$ cat src/rtl/design_48_sched_if.sv
// Requester and datapath bus of the design_48 round-robin scheduler.
// slave = the scheduler, master = requesters plus the datapath side.
interface design_48_sched_if #(
  parameter int W = 16,
  parameter int N = 4
);
  logic [N-1:0]   req;
  logic [N*W-1:0] req_a;
  logic [N*W-1:0] req_b;
  logic [N-1:0]   gnt;
  logic [N-1:0]   rsp_valid;
  logic [W-1:0]   rsp_y;
  logic           rsp_err;
  logic           busy;
  logic           dp_start;
  logic [W-1:0]   dp_a;
  logic [W-1:0]   dp_b;
  logic [W-1:0]   dp_y;
  logic           dp_valid;

  modport slave (
    input  req, req_a, req_b, dp_y, dp_valid,
    output gnt, rsp_valid, rsp_y, rsp_err, busy, dp_start, dp_a, dp_b
  );

  modport master (
    output req, req_a, req_b, dp_y, dp_valid,
    input  gnt, rsp_valid, rsp_y, rsp_err, busy, dp_start, dp_a, dp_b
  );
endinterface

$ cat src/rtl/design_48_sched.sv
// Round-robin scheduler sharing one design_48 datapath among N requesters.
// One operation in flight at a time: IDLE -> ISSUE -> WAIT -> RESP -> IDLE.
// Optional feature macro: DESIGN_48_SCHED_TIMEOUT_EN adds a WAIT watchdog that
// answers with rsp_err=1, rsp_y=0 after TIMEOUT cycles without dp_valid.
module design_48_sched #(
  parameter int W       = 16,
  parameter int N       = 4,
  parameter int TIMEOUT = 15
) (
  input  logic               clk,
  input  logic               rst_n,
  design_48_sched_if.slave   bus
);
  localparam int PW = $clog2(N);
  localparam logic [N-1:0] ONE = N'(1);

  // Parameter sanity check at elaboration time.
  if (N < 2 || N > 8 || TIMEOUT < 1) begin : g_bad_cfg
    $error("design_48_sched: N must be 2..8 and TIMEOUT >= 1");
  end

  typedef enum logic [1:0] {IDLE, ISSUE, WAIT, RESP} state_t;

  state_t         state;
  logic [PW-1:0]  rr_ptr;
  logic [PW-1:0]  owner;
  logic [PW-1:0]  pick;
  logic           found;
  logic [N-1:0]   gnt;
  logic [N-1:0]   rsp_valid;
  logic [W-1:0]   rsp_y;
  logic           busy;
  logic           dp_start;
  // dp_a/dp_b double as the captured operand latch: loaded on grant and
  // held untouched until the next grant.
  logic [W-1:0]   dp_a;
  logic [W-1:0]   dp_b;

`ifdef DESIGN_48_SCHED_TIMEOUT_EN
  localparam int CW = $clog2(TIMEOUT + 1);
  logic [CW-1:0]  to_cnt;
  logic           rsp_err;
  assign bus.rsp_err = rsp_err;
`else
  assign bus.rsp_err = 1'b0;
`endif

  assign bus.gnt       = gnt;
  assign bus.rsp_valid = rsp_valid;
  assign bus.rsp_y     = rsp_y;
  assign bus.busy      = busy;
  assign bus.dp_start  = dp_start;
  assign bus.dp_a      = dp_a;
  assign bus.dp_b      = dp_b;

  // (p + k) mod N for small k without a divider.
  function automatic logic [PW-1:0] wrap_add(input logic [PW-1:0] p, input int k);
    int s;
    s = int'(p) + k;
    if (s >= N) s = s - N;
    return PW'(s);
  endfunction

  // First requester at or above rr_ptr, wrapping around.
  always_comb begin
    pick  = rr_ptr;
    found = 1'b0;
    for (int k = 0; k < N; k++) begin
      if (!found && bus.req[wrap_add(rr_ptr, k)]) begin
        pick  = wrap_add(rr_ptr, k);
        found = 1'b1;
      end
    end
  end

  // Scheduler FSM; every output is a register updated on the state transition.
  always_ff @(posedge clk or negedge rst_n) begin
    if (!rst_n) begin
      state     <= IDLE;
      rr_ptr    <= '0;
      owner     <= '0;
      gnt       <= '0;
      rsp_valid <= '0;
      rsp_y     <= '0;
      busy      <= 1'b0;
      dp_start  <= 1'b0;
      dp_a      <= '0;
      dp_b      <= '0;
`ifdef DESIGN_48_SCHED_TIMEOUT_EN
      to_cnt    <= '0;
      rsp_err   <= 1'b0;
`endif
    end else begin
      case (state)
        IDLE: begin
          if (found) begin
            owner    <= pick;
            dp_a     <= bus.req_a[pick*W +: W];
            dp_b     <= bus.req_b[pick*W +: W];
            gnt      <= ONE << pick;
            dp_start <= 1'b1;
            busy     <= 1'b1;
            state    <= ISSUE;
          end
        end
        ISSUE: begin
          // dp_valid here is a zero-latency response and is ignored.
          gnt      <= '0;
          dp_start <= 1'b0;
`ifdef DESIGN_48_SCHED_TIMEOUT_EN
          to_cnt   <= '0;
`endif
          state    <= WAIT;
        end
        WAIT: begin
          if (bus.dp_valid) begin
            rsp_y     <= bus.dp_y;
            rsp_valid <= ONE << owner;
`ifdef DESIGN_48_SCHED_TIMEOUT_EN
            rsp_err   <= 1'b0;
`endif
            state     <= RESP;
          end
`ifdef DESIGN_48_SCHED_TIMEOUT_EN
          else if (to_cnt == CW'(TIMEOUT)) begin
            rsp_y     <= '0;
            rsp_err   <= 1'b1;
            rsp_valid <= ONE << owner;
            state     <= RESP;
          end else begin
            to_cnt    <= to_cnt + 1'b1;
          end
`endif
        end
        RESP: begin
          rsp_valid <= '0;
`ifdef DESIGN_48_SCHED_TIMEOUT_EN
          rsp_err   <= 1'b0;
`endif
          rr_ptr    <= wrap_add(owner, 1);
          busy      <= 1'b0;
          state     <= IDLE;
        end
        default: state <= IDLE;
      endcase
    end
  end
endmodule

$ cat src/flat_wrapper.sv
// flat-port wrapper written by rule: the top's interface ports become plain ports
module design_48_sched_flat 
#(
  parameter int W       = 16,
  parameter int N       = 4,
  parameter int TIMEOUT = 15
)
  (clk, rst_n, bus_req, bus_req_a, bus_req_b, bus_dp_y, bus_dp_valid, bus_gnt, bus_rsp_valid, bus_rsp_y, bus_rsp_err, bus_busy, bus_dp_start, bus_dp_a, bus_dp_b);
  design_48_sched_if #(.W(W), .N(N)) bus_i ();
  input  logic clk;
  input  logic rst_n;
  input wire logic [$bits(bus_i.req)-1:0] bus_req;
  input wire logic [$bits(bus_i.req_a)-1:0] bus_req_a;
  input wire logic [$bits(bus_i.req_b)-1:0] bus_req_b;
  input wire logic [$bits(bus_i.dp_y)-1:0] bus_dp_y;
  input wire logic [$bits(bus_i.dp_valid)-1:0] bus_dp_valid;
  output wire logic [$bits(bus_i.gnt)-1:0] bus_gnt;
  output wire logic [$bits(bus_i.rsp_valid)-1:0] bus_rsp_valid;
  output wire logic [$bits(bus_i.rsp_y)-1:0] bus_rsp_y;
  output wire logic [$bits(bus_i.rsp_err)-1:0] bus_rsp_err;
  output wire logic [$bits(bus_i.busy)-1:0] bus_busy;
  output wire logic [$bits(bus_i.dp_start)-1:0] bus_dp_start;
  output wire logic [$bits(bus_i.dp_a)-1:0] bus_dp_a;
  output wire logic [$bits(bus_i.dp_b)-1:0] bus_dp_b;
  assign bus_i.req = bus_req;
  assign bus_i.req_a = bus_req_a;
  assign bus_i.req_b = bus_req_b;
  assign bus_i.dp_y = bus_dp_y;
  assign bus_i.dp_valid = bus_dp_valid;
  assign bus_gnt = bus_i.gnt;
  assign bus_rsp_valid = bus_i.rsp_valid;
  assign bus_rsp_y = bus_i.rsp_y;
  assign bus_rsp_err = bus_i.rsp_err;
  assign bus_busy = bus_i.busy;
  assign bus_dp_start = bus_i.dp_start;
  assign bus_dp_a = bus_i.dp_a;
  assign bus_dp_b = bus_i.dp_b;
  design_48_sched #(.W(W), .N(N), .TIMEOUT(TIMEOUT)) u_core (.clk(clk), .rst_n(rst_n), .bus(bus_i));
endmodule
$ cat config.mk
export PLATFORM = sky130hd
export DESIGN_NAME = design_48_sched_flat
export DESIGN_NICKNAME = d
export VERILOG_FILES = /design/src/rtl/design_48_sched_if.sv /design/src/rtl/design_48_sched.sv /design/src/flat_wrapper.sv
export SDC_FILE = /design/constraint.sdc
export NUM_CORES = 1
export LEC_CHECK = 0
export BUFFER_PORTS_ARGS = -buffer_cell sky130_fd_sc_hd__buf_2
export CAP_MARGIN = 25
export CORE_MARGIN = 5
export CORE_UTILIZATION = 42
export DETAILED_ROUTE_END_ITERATION = 8
export PLACE_DENSITY = 0.79
export SLEW_MARGIN = 20
export SYNTH_ARGS = -nofsm -noshare
export SYNTH_HDL_FRONTEND = slang
export SYNTH_SLANG_ARGS = --single-unit
$ cat constraint.sdc
create_clock -name clk -period 1.6 [get_ports clk]
set_input_delay 0.08 -clock clk [delete_from_list [all_inputs] [get_ports clk]]
set_output_delay 0.08 -clock clk [all_outputs]
set_load 0.1 [all_outputs]
==> impl_summary.md <==
Global routing
For this run the aggregate overflow at the end of global routing stands at 0. Global routing consumed, over all layers together, 24.5% of the routing resources. The number of global-route vias before repair is 4,508. The initial antenna violation count is 0.

Entering global routing, the biggest net connects 47 pins. The wire length of the first global-routing pass is 22,600 microns.

Route
For this block, the via count after detailed routing is 4,484. The total DRC errors in the routed layout is 0. In this run, the number of DRC markers left after iteration 0 of detailed routing was 385. The detailed-route vias per instance is 5.81. Summed over all layers, the routed wires come to 16,600 microns. Dividing the detail-routed wire length by the instance count gives 21.5 microns. The pre-antenna-repair detailed-routing pass consisted of 5 iterations. In this run the remaining antenna-violating nets after routing total 0.

Placement
Summed over all nets, the half-perimeter wirelength after detailed placement is 10,500 microns. Summing all placed instances gives a cell area of 5390 sq um. Counting tap cells, the placed design contains a total of 716 instances. Routability-driven placement finished with a final weighted congestion of 0.907. The count of buffers from port buffering is 208.

Floorplan
The die area is 11,700 sq um. The starting utilization of the core area is 43.3%. The number of core rows is 35. 210 I/O pins were placed. From bottom edge to top edge, the die measures 108 microns.

The floorplan die width is 108 microns. The core area is 9330 sq um.

Worst setup path
Traced cell by cell, the critical path runs through buf_6 -> nor2_1 -> o21ai_0 -> o211ai_1 -> buf_4 -> a221oi_2 -> o22ai_1. Setup slack on the worst reg-to-reg path comes out at -0.33 ns. The kind of launch point of the worst setup path is a register. The start of the worst register-to-register path is u_core.rr_ptr[1]. The worst setup path is captured at a register. The family with the most delay on the worst path is compound AO/OA/AOI/OAI gates. Along the worst path, the maximum fanout reaches 9. The path type of the worst setup path is reg2reg.

Data arrives at the worst endpoint at 2.15 ns. For this run, the slowest stage of the critical path takes 0.43 ns. The number of cell instances on the worst register-to-register path is 7. The reg-to-reg endpoint is u_core.bus.dp_a[6]. The slowest cell on the critical path is dfrtp_2. The required arrival time at the worst endpoint is 1.82 ns. The sum of buffers and inverters on the critical path is 2.

STA
Setup repair after global routing could not meet its margin everywhere. The worst pin sits at a relative slew slack of 62.6%. The number of max-slew violations in the final report is 0. The portion of the clock cycle consumed by the worst path in the final layout is 121%. The highest clock frequency the design can meet is 517 MHz.

The number of failing hold endpoints at the final stage is 0. The final critical path time including I/O delays and setup is 1.93 ns. For the pin with the worst max-slew slack, the measured transition is 0.561 ns. After layout, the worst setup slack is -0.333 ns. The final number of setup-violating endpoints is 35. The largest clock skew in the final design is 0.00879 ns.

Power and ir drop
The maximum resistive drop on vdd is 2.17 mV. For this design the ratio of total power to cell area is 2600 nW/um^2. In this run the static leakage power is 2.95 nW. The total design power is 0.0166 W.

Clock tree
Counting along the longest clock path gives a buffer depth of 2. The number of levels in the clock H-tree is 3. The sink count of the clock tree is 64. The TritonCTS clock tree is done.

The total clock buffers created by CTS is 9. The clock-pin transition on the worst setup and hold timing paths is 0.08 ns. The buffer cell driving the clock tree root is clkbuf_8. The clock insertion delay at the later pin of the skew report is 0.35 ns.

Synth
In the synthesized netlist the dominant register cell turns out to be dfrtp_1. The post-synthesis instance total is 380. The fraction of registers with async set/reset is 100%. The sequential element share of the synthesized area is 39.6%. Yosys mapped the design onto 50 distinct sky130hd cell types.

The summed instance area of the synthesized netlist is 4040 sq um. Yosys mapped a number of flops with a built-in enable equal to 0. The average cell area after synthesis is 10.6 sq um. The number of nets produced by synthesis is 539.

After synthesis the netlist holds a flip-flop and latch count of 64. The Yosys step of the flow raised 0 warnings.

Final layout
From synthesis to final layout, the design area changed by 58.2%. Fill cells in the final layout number 634. The number of antenna diodes is 0.

The net count of the finished layout is 797. After routing the design area is 6390 sq um. The final cell count without fillers is 772. Of the cells placed in the final design, the portion with a size suffix greater than 1 is 60.5%.

Min path
The origin of the worst min-delay path is bus_req_a[0]. The path with the worst hold slack has its endpoint at u_core.bus.dp_a[0]. The path type of the worst min-delay path is in2reg. The worst hold path stage count is 3.

Status
The run finished, with violations left. The checks that failed: negative setup slack.

Job
Max-cap violations in this run came to 0.
[through the flow]
step	TNS [ns]	hold slack, ns	utilization (%)	setup WS, ns
final	-6.91	0.0162	68.5	-0.333
after global routing	-8.78	0.0292	68.5	-0.402
after global placement	-3.73	0.0809	57.7	-0.178
after detailed placement	-5.12	0.0882	57.7	-0.281
after floorplan	-1.55	-0.216	-	-0.0824
after CTS	-3.89	0.0121	64.2	-0.163
[report_power, final]
| part | leakage [nW] | internal, W | switching [W] |
|---|---|---|---|
| logic | 2.13 | 0.00368 | 0.00860 |
| registers | 0.727 | 0.00239 | 0.000601 |
| clock network | 0.0926 | 0.000610 | 0.000708 |
[cells in the mapped netlist (2+ instances only)]
| cell | count | area (sq um) |
|---|---|---|
| o22ai_2 | 19 | 238 |
| a21oi_1 | 7 | 35.0 |
| ha_1 | 8 | 100 |
| nor2b_1 | 5 | 31.3 |
| mux2_2 | 17 | 191 |
| mux2i_1 | 32 | 320 |
| buf_2 | 7 | 35.0 |
| o21ai_1 | 7 | 35.0 |
| inv_1 | 12 | 45.0 |
| o2bb2ai_1 | 2 | 17.5 |
| a221oi_1 | 13 | 114 |
| dfrtp_1 | 64 | 1600 |
| buf_6 | 4 | 45.0 |
| a22o_1 | 4 | 35.0 |
| clkbuf_1 | 6 | 22.5 |
| clkbuf_4 | 3 | 22.5 |
| nand2b_1 | 3 | 18.8 |
| o22ai_1 | 13 | 81.3 |
| buf_4 | 8 | 60.1 |
| buf_8 | 2 | 30.0 |
| nor2_1 | 39 | 146 |
| a221oi_2 | 19 | 285 |
| nand2_1 | 18 | 67.6 |
| a22oi_1 | 3 | 22.5 |
| o21ai_0 | 40 | 200 |
[layer usage]
| layer | global-route usage [%] | share of wire (%) |
|---|---|---|
| met5 | 0 | 0 |
| met4 | 10.2 | 3.7 |
| met3 | 5.07 | 7.3 |
| met2 | 42.5 | 53 |
| met1 | 29.5 | 36 |
[kinds of logic after synthesis]
kind of cell | Yosys count | share of synthesized area, %
other | 1 | 0.0928
adder cells (fa/ha/maj) | 8 | 2.48
AND/OR/NAND/NOR | 75 | 8.45
multiplexers | 49 | 12.7
flip-flops | 64 | 39.6
buffers and inverters | 44 | 6.65
AO/OA/AOI/OAI | 139 | 30.1
[placed cells by master (no fill, tap or decap), types with 12 or more instances in the layout]
master and n:
dfrtp_1 62, dlygate4sd3_1 17, buf_2 208, mux2i_1 15, o21ai_0 36, nor2_1 37, inv_1 12, o22ai_1 12
mux2i_2 13, o22ai_2 20, nand2_1 16, buf_4 27, a221oi_2 24, mux2_2 17
[worst min-delay path, stage by stage]
cell	delay, ns
buf_2	0.07
mux2i_1	0.05
o22ai_1	0.11
[flip-flops by register name, indices dropped and copies added (netlist names)]
signal / count
u_core.bus.dp_a: 16
u_core.bus.busy: 1
u_core.bus.dp_b: 16
u_core.bus.rsp_y: 16
u_core.state: 2
u_core.bus.gnt: 4
u_core.bus.dp_start: 1
u_core.owner: 2
u_core.rr_ptr: 2
u_core.bus.rsp_valid: 4
[layout make-up]
type / instances / area [sq um] / area share (%)
timing repair buffer: 277 / 1850 / 29.0
tap: 129 / 161 / 2.52
sequential: 64 / 1600 / 25.1
multi-input combinational: 273 / 2550 / 39.8
clock buffer: 10 / 138 / 2.15
inverter: 13 / 48.8 / 0.763
clock inverter: 6 / 43.8 / 0.685
[how the worst max path moves through the flow]
stage,from,end,slack (ns),cells past startpoint
final,u_core.rr_ptr[1],u_core.bus.dp_a[6],-0.33,7
after floorplan,u_core.rr_ptr[0],u_core.bus.dp_a[11],-0.08,7
after global routing,u_core.rr_ptr[1],u_core.bus.dp_a[6],-0.40,7
after CTS,u_core.rr_ptr[1],u_core.bus.dp_a[12],-0.16,6
after global placement,u_core.rr_ptr[0],u_core.bus.dp_a[12],-0.18,6
after detailed placement,u_core.rr_ptr[0],u_core.bus.dp_a[6],-0.28,6
[repair_timing]
item,4_1_cts,5_1_grt
resized for setup,29,51
endpoints found under the setup margin,34,38
hold endpoints to repair,37,0
gates cloned,3,5
setup buffers,7,9
hold buffers,17,0
pin swaps,4,11
No activity file was read; power rests on OpenSTA's default activity.
